### config.mk
export PLATFORM = sky130hd
export DESIGN_NAME = dc_offset_inject
export DESIGN_NICKNAME = d
export VERILOG_FILES = /design/src/rtl/dc_offset_inject.sv
export SDC_FILE = /design/constraint.sdc
export NUM_CORES = 1
export LEC_CHECK = 0
export BUFFER_PORTS_ARGS = -buffer_cell sky130_fd_sc_hd__buf_4
export CORE_ASPECT_RATIO = 1.4
export CORE_UTILIZATION = 40
export DETAILED_ROUTE_END_ITERATION = 8
export PLACE_DENSITY = 0.63
export RECOVER_POWER = 50
export SLEW_MARGIN = 20
export SYNTH_ARGS = -nofsm -noshare
export SYNTH_HDL_FRONTEND = slang
export SYNTH_SLANG_ARGS = --single-unit
### constraint.sdc
create_clock -name clk -period 5.1 [get_ports clk]
set_input_delay 0.765 -clock clk [delete_from_list [all_inputs] [get_ports clk]]
set_output_delay 0.765 -clock clk [all_outputs]
set_load 0.02 [all_outputs]
### src/rtl/dc_offset_inject.sv
// dc_offset_inject
//   Adds a programmable signed DC offset to a sample stream ahead of the DAC.
//   Offset changes are slew-limited: the applied offset walks toward the
//   loaded target by 1 LSB every 2^STEPN clocks. The output is saturated
//   symmetrically to +/-(2^(WIDTH-1)-1), and saturated samples are counted.
//
// Ports
//   clk, rst       system clock, synchronous active-high reset
//   we, data_in    input sample strobe and signed sample
//   offset_target  signed requested offset, latched on offset_load
//   offset_load    one-cycle pulse: take offset_target as the new target
//   sat_clr        clear sat_cnt (wins over a same-cycle increment)
//   data_out/valid offset-injected, saturated sample and its strobe (1 clk latency)
//   offset_cur     signed offset currently applied
//   ramping        high while offset_cur has not yet reached the target
//   sat_cnt        saturated-sample count, sticky at all-ones
module dc_offset_inject #(
    parameter int WIDTH = 14,
    parameter int STEPN = 4,
    parameter int SATW  = 16
) (
    input  logic             clk,
    input  logic             rst,
    input  logic             we,
    input  logic [WIDTH-1:0] data_in,
    input  logic [WIDTH-1:0] offset_target,
    input  logic             offset_load,
    input  logic             sat_clr,
    output logic [WIDTH-1:0] data_out,
    output logic             valid,
    output logic [WIDTH-1:0] offset_cur,
    output logic             ramping,
    output logic [SATW-1:0]  sat_cnt
);

    localparam logic signed [WIDTH:0] MAX_S    = (WIDTH+1)'((2**(WIDTH-1)) - 1);
    localparam logic signed [WIDTH:0] MIN_S    = -MAX_S;
    localparam logic [WIDTH-1:0]      MOST_NEG = {1'b1, {(WIDTH-1){1'b0}}};
    localparam logic [WIDTH-1:0]      MIN_W    = MOST_NEG + WIDTH'(1);
    localparam logic [STEPN-1:0]      STEP_END = '1;

    typedef enum logic {HOLD, RAMP} state_t;

    state_t            state, state_n;
    logic [WIDTH-1:0]  target, target_n, offset_n, tgt_clamped;
    logic [STEPN-1:0]  step_cnt, step_n;
    logic signed [WIDTH:0] sum;
    logic              sat_hi, sat_lo;

    // Only the most negative code lies outside the symmetric range.
    assign tgt_clamped = (offset_target == MOST_NEG) ? MIN_W : offset_target;

    // One extra bit of headroom so the sum cannot wrap before clamping.
    assign sum    = {data_in[WIDTH-1], data_in} + {offset_cur[WIDTH-1], offset_cur};
    assign sat_hi = (sum > MAX_S);
    assign sat_lo = (sum < MIN_S);

    assign ramping = (state == RAMP);

    // Next-state / offset stepping. A load wins over a step on the same
    // edge: it retargets and restarts the step timing from zero.
    always_comb begin
        state_n  = state;
        target_n = target;
        step_n   = step_cnt;
        offset_n = offset_cur;
        if (offset_load) begin
            target_n = tgt_clamped;
            step_n   = '0;
            state_n  = (tgt_clamped != offset_cur) ? RAMP : HOLD;
        end else if (state == RAMP) begin
            if (step_cnt == STEP_END) begin
                step_n   = '0;
                offset_n = ($signed(target) > $signed(offset_cur)) ?
                           offset_cur + WIDTH'(1) : offset_cur - WIDTH'(1);
                if (offset_n == target)
                    state_n = HOLD;
            end else begin
                step_n = step_cnt + STEPN'(1);
            end
        end else begin
            step_n = '0;
        end
    end

    always_ff @(posedge clk) begin
        if (rst) begin
            state      <= HOLD;
            target     <= '0;
            step_cnt   <= '0;
            offset_cur <= '0;
            data_out   <= '0;
            valid      <= 1'b0;
            sat_cnt    <= '0;
        end else begin
            state      <= state_n;
            target     <= target_n;
            step_cnt   <= step_n;
            offset_cur <= offset_n;
            valid      <= we;
            if (we) begin
                if (sat_hi)
                    data_out <= MAX_S[WIDTH-1:0];
                else if (sat_lo)
                    data_out <= MIN_S[WIDTH-1:0];
                else
                    data_out <= sum[WIDTH-1:0];
            end
            if (sat_clr)
                sat_cnt <= '0;
            else if (we && (sat_hi || sat_lo) && (sat_cnt != '1))
                sat_cnt <= sat_cnt + SATW'(1);
        end
    end

endmodule

==> results.sh <==
export IMPL_status="finished, violations left"
export IMPL_violations="max-capacitance violations, max-slew violations"
export IMPL_clock_sinks=64
export IMPL_post_cts_buffers=0
export IMPL_clockPowerShare=0.425
export IMPL_cp_endpoint="ramping"
export IMPL_grt_use_total=0.234
export IMPL_r2r_start="offset_cur[13]"
export IMPL_period_share=0.900
export IMPL_crit_family="simple AND/OR/NAND/NOR gates"
export IMPL_final_nets=749
export IMPL_clk_latency_ns=0.34
export IMPL_core_um2=11500
export IMPL_synthesis_nets=674
export IMPL_cts_root_buf="clkbuf_16"
export IMPL_finalSetupTns_ns=0
export IMPL_clockBufferDepth=2
export IMPL_power_switching_mw=0.479
export IMPL_rows=46
export IMPL_relSlewSlack=-0.430
export IMPL_rsz0062_at_grt="no"
export IMPL_hold_violations=0
export IMPL_synth_ff_type="dfxtp_1"
export IMPL_fin_cells=820
export IMPL_critical_path_max_stage_delay_ns=0.52
export IMPL_die_x_um=94.4
export IMPL_worst_slew_pin_slew_ns=2.14
export IMPL_drt_wl_total_mm=13.8
export IMPL_finalMaxSlewViolations=45
export IMPL_path_depth=17
export IMPL_fp_dieH_um=131
export IMPL_pwr_share_seq=0.338
export IMPL_max_freq_ghz=0.218
export IMPL_r2r_end="ramping"
export IMPL_synth_edf_count=0
export IMPL_hpwl_mm=10.6
export IMPL_ys_ff_latch=64
export IMPL_postRouteAntennaNets=0
export IMPL_path_buf_inv=1
export IMPL_p_per_area_nw_per_um2=277
export IMPL_required_ns=5.32
export IMPL_cts_buffers=9
export IMPL_worst_setup_path_start_kind="flip-flop"
export IMPL_cts_max_level=3
export IMPL_io_buffers=78
export IMPL_critPathKind="reg -> reg"
export IMPL_wl_per_cell_um=16.8
export IMPL_overflow=0
export IMPL_grt_pass1_vias=4643
export IMPL_total_power_mw=1.57
export IMPL_drt_pass1_iter_count=4
export IMPL_worstPathMaxFanout=14
export IMPL_drt_iter0_drc=209
export IMPL_min_period_ns=4.59
export IMPL_synth_cells=596
export IMPL_setup_viol=0
export IMPL_place_congestion=0.880
export IMPL_critPathMostFrequentCell="xnor2_1"
export IMPL_leakagePower_nw=2.43
export IMPL_final_core_util=0.497
export IMPL_n_antenna_cell=0
export IMPL_fp_dieArea_um2=12400
export IMPL_seq_area_frac_synth=0.268
export IMPL_vdd_drop_max_uv=180
export IMPL_hold_ws_ns=0.449
export IMPL_viasPerCell=5.63
export IMPL_postSynthAreaPerCell_um2=8.02
export IMPL_fin_worst_skew_ns=0.00856
export IMPL_antenna_found_initial=0
export IMPL_vias=4615
export IMPL_clkTransAtPathRegs_ns=0.06
export IMPL_startpoint="offset_cur[13]"
export IMPL_grt_max_degree=45
export IMPL_crit_slowest_cell="dfxtp_1"
export IMPL_swShare=0.304
export IMPL_synthesis_area_um2=4780
export IMPL_intPower_mw=1.10
export IMPL_place_inst=804
export IMPL_combPwrFrac=0.238
export IMPL_grt_pass1_wl_mm=22.6
export IMPL_cp_cell_sequence="inv_1, ha_1, nand4_1, nor3_1, o41ai_2, nand3_1, xnor2_1, nand2_2, ha_1, o211ai_1, o211a_1, or3_1, a21oi_1, a31oi_1, xnor2_1, xnor2_1, o31a_1"
export IMPL_r2r_slack_ns=0.51
export IMPL_synth_distinct_cells=64
export IMPL_cts_tree="yes"
export IMPL_cp_arrival_ns=4.81
export IMPL_areaGrowthSynthToFinish_pct=19.2
export IMPL_drive_gt1_frac=0.112
export IMPL_hp_class="reg -> reg"
export IMPL_endpoint_kind="flip-flop"
export IMPL_ioPinCount=79
export IMPL_maxCapViolations=1
export IMPL_n_fill_cell=1167
export IMPL_start_util=0.417
export IMPL_synth_async_sr_flop_share=0
export IMPL_drcViolationCount=0
export IMPL_rr_worst_depth=17
export IMPL_yosys_warnings=0
[cell type report]
| class | count | area [um2] | share of cell area |
|---|---|---|---|
| Sequential cell | 64 | 1280 | 0.225 |
| Tap cell | 144 | 180 | 0.0316 |
| Timing Repair Buffer | 84 | 492 | 0.0864 |
| Clock inverter | 7 | 96.3 | 0.0169 |
| Inverter | 26 | 97.6 | 0.0171 |
| Multi-Input combinational cell | 486 | 3320 | 0.583 |
| Clock buffer | 9 | 225 | 0.0396 |
[synth_stat cells, drive strengths merged (15+ instances only)]
| library cell | n | area [um2] |
|---|---|---|
| dfxtp | 64 | 1280 |
| a211oi | 15 | 113 |
| nor2 | 70 | 263 |
| ha | 43 | 538 |
| xor2 | 19 | 166 |
| clkbuf | 16 | 60.1 |
| inv | 26 | 97.6 |
| o21ai | 15 | 75.1 |
| nand2 | 53 | 199 |
| a21oi | 47 | 235 |
| mux2i | 17 | 170 |
| xnor2 | 31 | 272 |
[cell usage in the layout (no fill, tap or decap), drive strengths merged, types with 9 or more instances in the layout]
| master | n |
|---|---|
| dfxtp | 64 |
| inv | 26 |
| xnor2 | 31 |
| clkbuf | 46 |
| or3 | 9 |
| mux2i | 17 |
| ha | 43 |
| a211oi | 15 |
| a31oi | 9 |
| a21oi | 47 |
| nor2 | 70 |
| and3 | 13 |
| nand2 | 53 |
| nand4 | 12 |
| nand3 | 10 |
| xor2 | 19 |
| nor3 | 12 |
| buf | 47 |
| o21ai | 15 |
[how the worst min path moves through the flow]
stage                 from           to  depth (start not counted)
3_3_place_gp   step_cnt[0]  step_cnt[0]                          1
3_5_place_dp   step_cnt[0]  step_cnt[0]                          1
2_1_floorplan  step_cnt[0]  step_cnt[0]                          1
6_report       step_cnt[0]  step_cnt[0]                          1
5_1_grt        step_cnt[0]  step_cnt[0]                          1
4_1_cts        step_cnt[0]  step_cnt[0]                          1
[stage by stage]
stage / cell area [um2] / setup slack (ns)
floorplan: 4780 / 0.821
global placement: 5500 / 0.393
detailed placement: 5500 / 0.256
CTS: 5820 / 0.242
global route: 5690 / 0.116
finish: 5690 / 0.508
[power groups by stage]
stage | sequential (mW) | clock, mW | combinational, mW
floorplan | 0.550 | 0 | 0.263
global placement | 0.542 | 0 | 0.372
detailed placement | 0.542 | 0 | 0.376
CTS | 0.532 | 0.683 | 0.379
global route | 0.533 | 0.708 | 0.416
finish | 0.532 | 0.669 | 0.375
[per-layer routing]
metal / routed length [um] / part of all wire / vias up / track usage
met3: 458 / 0.033 / 34 / 0.0428
met1: 5870 / 0.43 / 2172 / 0.267
li1: - / - / 2327 / -
met2: 6940 / 0.50 / 82 / 0.409
met4: 522 / 0.038 / 0 / 0.110
met5: 0 / 0 / - / 0
[flip-flops by register name, indices dropped and copies added, names as in the netlist]
signal,cells
valid,1
data_out,14
target,14
step_cnt,4
ramping,1
offset_cur,14
sat_cnt,16
[what timing repair did]
action,CTS,global route
hold buffers,0,0
setup endpoints to repair,0,2
gates resized for setup,0,2
[logic make-up (layout without fill, tap and decap cells)]
group | after synthesis | after routing | synth area share
DFF | 64 | 64 | 0.268
muxes | 17 | 17 | 0.0356
and+or+nand+nor | 216 | 216 | 0.217
AOI/OAI and AO/OA | 156 | 156 | 0.224
buffers and inverters | 46 | 126 | 0.0385
xor gates and xnor gates | 50 | 50 | 0.0917
adders and majority gates | 47 | 47 | 0.125
Note: power is estimated with default switching activity, not from simulation.
